$ cat config.mk
export PLATFORM = sky130hd
export DESIGN_NAME = inst_fetch
export DESIGN_NICKNAME = d
export VERILOG_FILES = /design/src/rtl/inst_fetch_pkg.sv /design/src/rtl/fetch_fifo.sv /design/src/rtl/inst_fetch.sv
export SDC_FILE = /design/constraint.sdc
export NUM_CORES = 1
export LEC_CHECK = 0
export CORE_MARGIN = 8
export CORE_UTILIZATION = 47
export CTS_CLUSTER_DIAMETER = 80
export DETAILED_ROUTE_END_ITERATION = 16
export GPL_ROUTABILITY_DRIVEN = 0
export PLACE_DENSITY = 0.88
export RECOVER_POWER = 100
export SLEW_MARGIN = 20
export SYNTH_ARGS = -nofsm -noshare
export SYNTH_HDL_FRONTEND = slang
export SYNTH_SLANG_ARGS = --single-unit
$ cat constraint.sdc
create_clock -name clk -period 4.2 [get_ports clk]
set_input_delay 0.63 -clock clk [delete_from_list [all_inputs] [get_ports clk]]
set_output_delay 0.63 -clock clk [all_outputs]
set_load 0.005 [all_outputs]
$ cat src/rtl/inst_fetch_pkg.sv
// Shared types and constants for the instruction fetch unit and its prefetch FIFO.
package inst_fetch_pkg;

  localparam logic [31:0] NOP = 32'h0000_0013;
  localparam int FETCH_ENTRY_W = 64;

  typedef enum logic {
    FETCH = 1'b0,
    DRAIN = 1'b1
  } fetch_state_t;

  typedef struct packed {
    logic [31:0] pc;
    logic [31:0] instr;
  } fetch_entry_t;

  function automatic logic [31:0] byteswap32(input logic [31:0] word);
    return {word[7:0], word[15:8], word[23:16], word[31:24]};
  endfunction

endpackage

$ cat src/rtl/fetch_fifo.sv
// Prefetch queue: synchronous FIFO with push, pop, flush and a combinational head.
module fetch_fifo
  import inst_fetch_pkg::*;
#(
  parameter int DEPTH = 2,
  parameter int W     = FETCH_ENTRY_W
) (
  input  logic                       clk,
  input  logic                       rst_n,
  input  logic                       push,
  input  logic [W-1:0]               push_data,
  input  logic                       pop,
  input  logic                       flush,
  output logic [W-1:0]               head,
  output logic [$clog2(DEPTH):0]     count,
  output logic                       full,
  output logic                       empty
);

  localparam int AW = $clog2(DEPTH);
  localparam int CW = AW + 1;

  logic [W-1:0]  mem [DEPTH];
  logic [AW-1:0] wr_ptr;
  logic [AW-1:0] rd_ptr;
  logic          do_push;
  logic          do_pop;

  assign empty   = (count == '0);
  assign full    = (count == CW'(DEPTH));
  assign do_pop  = pop & ~empty;
  // A push into a full queue is only legal when the head leaves in the same cycle.
  assign do_push = push & (~full | do_pop);
  assign head    = mem[rd_ptr];

  always_ff @(posedge clk or negedge rst_n) begin
    if (!rst_n) begin
      wr_ptr <= '0;
      rd_ptr <= '0;
      count  <= '0;
    end else if (flush) begin
      wr_ptr <= '0;
      rd_ptr <= '0;
      count  <= '0;
    end else begin
      if (do_push) wr_ptr <= wr_ptr + AW'(1);
      if (do_pop)  rd_ptr <= rd_ptr + AW'(1);
      count <= count + CW'(do_push) - CW'(do_pop);
    end
  end

  always_ff @(posedge clk) begin
    if (do_push && !flush) mem[wr_ptr] <= push_data;
  end

endmodule

$ cat src/rtl/inst_fetch.sv
// Instruction fetch: sequential I-cache requests, stall hold, prefetch queue, redirect flush.
// Define INSTR_BYTESWAP_EN to byte-reverse cache data before it is queued.
module inst_fetch
  import inst_fetch_pkg::*;
#(
  parameter int          DEPTH    = 2,
  parameter logic [31:0] RESET_PC = 32'h0000_0000
) (
  input  logic        clk,
  input  logic        rst_n,
  output logic        ICACHE_ren,
  output logic [29:0] ICACHE_addr,
  input  logic [31:0] ICACHE_rdata,
  input  logic        ICACHE_stall,
  input  logic        redirect,
  input  logic [31:0] redirect_pc,
  input  logic        id_ready,
  output logic        instr_valid,
  output logic [31:0] instr,
  output logic [31:0] instr_pc
);

  localparam int CW = $clog2(DEPTH) + 1;

  fetch_state_t  state;
  logic [31:0]   fetch_pc;
  logic          hold;
  logic [29:0]   req_addr;

  logic [CW-1:0] count;
  logic          fifo_full;
  logic          fifo_empty;
  fetch_entry_t  head;
  fetch_entry_t  push_entry;
  logic [31:0]   fetch_data;

  logic          pop;
  logic          fifo_pop;
  logic          push;
  logic          complete;
  logic          stalled;
  logic          room;

  assign instr_valid = (count != '0);
  assign pop         = instr_valid & id_ready;
  assign fifo_pop    = pop & ~redirect;
  assign room        = (count < CW'(DEPTH)) | pop;

  assign ICACHE_ren  = rst_n & (hold | ((state == FETCH) & room));
  assign ICACHE_addr = hold ? req_addr : fetch_pc[31:2];

  assign stalled     = ICACHE_ren & ICACHE_stall;
  assign complete    = ICACHE_ren & ~ICACHE_stall;
  assign push        = complete & (state == FETCH) & ~redirect;

`ifdef INSTR_BYTESWAP_EN
  assign fetch_data = byteswap32(ICACHE_rdata);
`else
  assign fetch_data = ICACHE_rdata;
`endif

  assign push_entry.pc    = {ICACHE_addr, 2'b00};
  assign push_entry.instr = fetch_data;

  assign instr    = instr_valid ? head.instr : NOP;
  assign instr_pc = instr_valid ? head.pc    : 32'h0000_0000;

  // Any request still stalled at a redirect is stale and must be drained, not queued.
  always_ff @(posedge clk or negedge rst_n) begin
    if (!rst_n) begin
      state    <= FETCH;
      fetch_pc <= RESET_PC;
      hold     <= 1'b0;
      req_addr <= '0;
    end else begin
      hold <= stalled;
      if (stalled) req_addr <= ICACHE_addr;

      if (redirect)  fetch_pc <= {redirect_pc[31:2], 2'b00};
      else if (push) fetch_pc <= fetch_pc + 32'd4;

      case (state)
        FETCH: if (redirect && stalled) state <= DRAIN;
        DRAIN: if (complete)            state <= FETCH;
        default:                        state <= FETCH;
      endcase
    end
  end

  fetch_fifo #(
    .DEPTH (DEPTH),
    .W     (FETCH_ENTRY_W)
  ) u_fifo (
    .clk       (clk),
    .rst_n     (rst_n),
    .push      (push),
    .push_data (push_entry),
    .pop       (fifo_pop),
    .flush     (redirect),
    .head      (head),
    .count     (count),
    .full      (fifo_full),
    .empty     (fifo_empty)
  );

endmodule

==> run summary <==
area grow syn2layout = 29.4%
busiest grt layer = met2
worst reg2reg startpoint = hold
Total GRT Usage = 16.3%
Final HPWL DP = 12.4 mm
Worst-Skew Late Latency = 0.42 ns
DRC viols = 0
met1 Usage GRT = 19.9%
share of async-settable or async-resettable flops after synthesis = 34.7%
share of layout cells above drive strength 1 = 10.9%
DR vias/cell = 5.16
commonest non-fill, non-tap cell in the layout = edfxtp_1
max_cap viols = 0
CTS clock-pin slew for the worst setup and hold paths = 0.07 ns
Clock Skew = 0.0138 ns
CP peak stage delay = 1.12 ns
cell area after synthesis = 8160 µm²
commonest cells after routing, fill and taps aside = 124 x edfxtp_1, 122 x dlygate4sd3_1, 66 x nor2_1
Worst EP required = 4.50 ns
Worst Setup EP = req_addr[23]
DRT iter0 DRCs = 250
die width = 148 µm
reg2reg end = req_addr[23]
RSZ-0062 raised after global routing = no
die area = 21800 µm²
Mapped Cells = 588
Slew Limit Fails = 0
initial antenna violation count = 1
antenna-violating nets left = 0
final wirelength = 17.7 mm
# IOs = 165
Reg2Reg Setup Slack = 0.75 ns
# resized after CTS = 0
Worst Path Arrival = 3.75 ns
Setup crit start kind = flop
GRT met2 Usage = 27.9%
via count = 5083
Synth cell types = 35
H-tree lvl count = 4
Post-DP Area = 10000 µm²
Synth Register Bits = 190
outcome = complete, no violations
I/O Buffers = 160
setup TNS = 0 ns
FP Rows = 48
grt total ovfl = 0
Setup-failing EPs final = 0
number of enable flip-flop cells after synthesis = 124
Clock Path Buffers = 2
first-pass GRT wire length = 27.7 mm
clock sink count = 190
Post-CTS Repair Setup Buffers = 0
Hold Crit Class = input port to asynchronous set/reset pin
DRT Pass-1 Iters = 5
CP max-delay cell = clkbuf_1
Synth warnings = 0
starting density of the core = 47.7%
sequential share of the synthesized area = 65.9%
CP Max Fanout = 23
hold_buf cts = 0
TritonCTS buffer count = 17
Final Hold Viols = 0
final net count = 818
CP startpoint = hold
largest net degree at the start of global routing = 58
max_slew headroom = 3.22%
CP Capture Type = flop
Reg2Reg Depth = 4
P_leak = 3.91 nW
CTS Root Buffer Type = clkbuf_16
die span in y = 148 µm
Power, Total = 0.00492 W
met3 usage = 4.46%
CTS tree = built
dominant synthesized flop cell = edfxtp_1
FMAX = 290 MHz
Slew @ Worst Pin = 1.45 ns
PD cells = 466 nW/µm²
Core ar. = 17100 µm²
Avg WL per Cell = 18.0 µm
Mean Syn Cell Area = 13.9 µm²
critical path type = flop to flop
number of global-route vias before repair = 5223
crit-path cells = o21a_1 > and2_0 > clkbuf_1 > mux2_2
fin crit period = 3.45 ns
IR Drop Worst-Case VDD = 0.289 mV
Final period util = 82.2%
Finished Cell Area = 10600 µm²
[kinds of logic after synthesis]
kind of cell,Yosys count,share of synthesized area (%)
DFF,190,65.9
other,1,0.0460
buffers and inverters,40,2.02
xor gates and xnor gates,32,3.44
and+or+nand+nor,164,9.52
AOI/OAI and AO/OA,30,1.92
muxes,128,16.7
adders and majority gates,3,0.460
[area by class of cell]
type                    count  area, µm²
fillers                  1286       6560
flip-flops and latches    190       5380
multi-input cells         359       2610
repair buffers            171       1680
clock buffers              18        429
well taps                 225        282
clock inverters            14        145
inverters                   7       26.3
diodes                      1       2.50
[metal layers]
metal	wire length, µm	up-vias	part of all wire (%)
li1	-	2437	-
met1	7580	2493	43
met2	8730	139	49
met3	1120	14	6.3
met4	259	0	1.5
met5	0	-	0
[where the power goes]
group | leakage (nW) | switching [W] | internal [W] | total, W
Clock | 0.272 | 0.000671 | 0.000876 | 0.00155
Combinational | 1.71 | 0.000431 | 0.000530 | 0.000961
Sequential | 1.93 | 0.000148 | 0.00227 | 0.00242
Total | 3.91 | 0.00125 | 0.00367 | 0.00492
[registers in the layout, indices dropped and copies added, names as in the netlist]
name and count:
state 1, u_fifo.wr_ptr 1, u_fifo.count 2, req_addr 30
u_fifo.mem 124, u_fifo.rd_ptr 1, fetch_pc 30, hold 1
[worst min-delay path by stage]
stage,end,slack (ns),cells after the start
2_1_floorplan,fetch_pc[10],0.33,0
3_3_place_gp,req_addr[5],0.48,1
3_5_place_dp,req_addr[27],0.49,1
4_1_cts,state,0.08,1
5_1_grt,state,0.30,1
6_report,state,0.25,1
[metrics by stage]
stage | util, % | hold slack (ns) | std cells | setup slack (ns)
3_5_place_dp | 58.6 | 0.491 | 952 | 1.08
6_report | 61.7 | 0.247 | 985 | 0.746
5_1_grt | 61.7 | 0.296 | 985 | 0.483
3_3_place_gp | 58.6 | 0.483 | 952 | 1.11
2_1_floorplan | - | 0.334 | 589 | 0.747
4_1_cts | 61.9 | 0.0847 | 984 | 0.916
[synth_stat cells (all sizes together) (13+ instances only)]
cell type / number / area, µm²
clkbuf: 20 / 75.1
edfxtp: 124 / 3720
xor2: 15 / 131
o21ai: 25 / 125
mux2: 65 / 732
xnor2: 17 / 149
mux2i: 63 / 631
buf: 13 / 63.8
dfrtp: 66 / 1650
nor2: 67 / 251
nand2: 41 / 154
[critical path: cells and delay by family (launching register included)]
family                 cells  cell delay [ns]
AOI/OAI and AO/OA          1             0.29
buffers and inverters      1             1.12
and+or+nand+nor            1             0.54
muxes                      1             0.43
DFF                        1             0.94
Note: power is estimated with default switching activity, not from simulation.
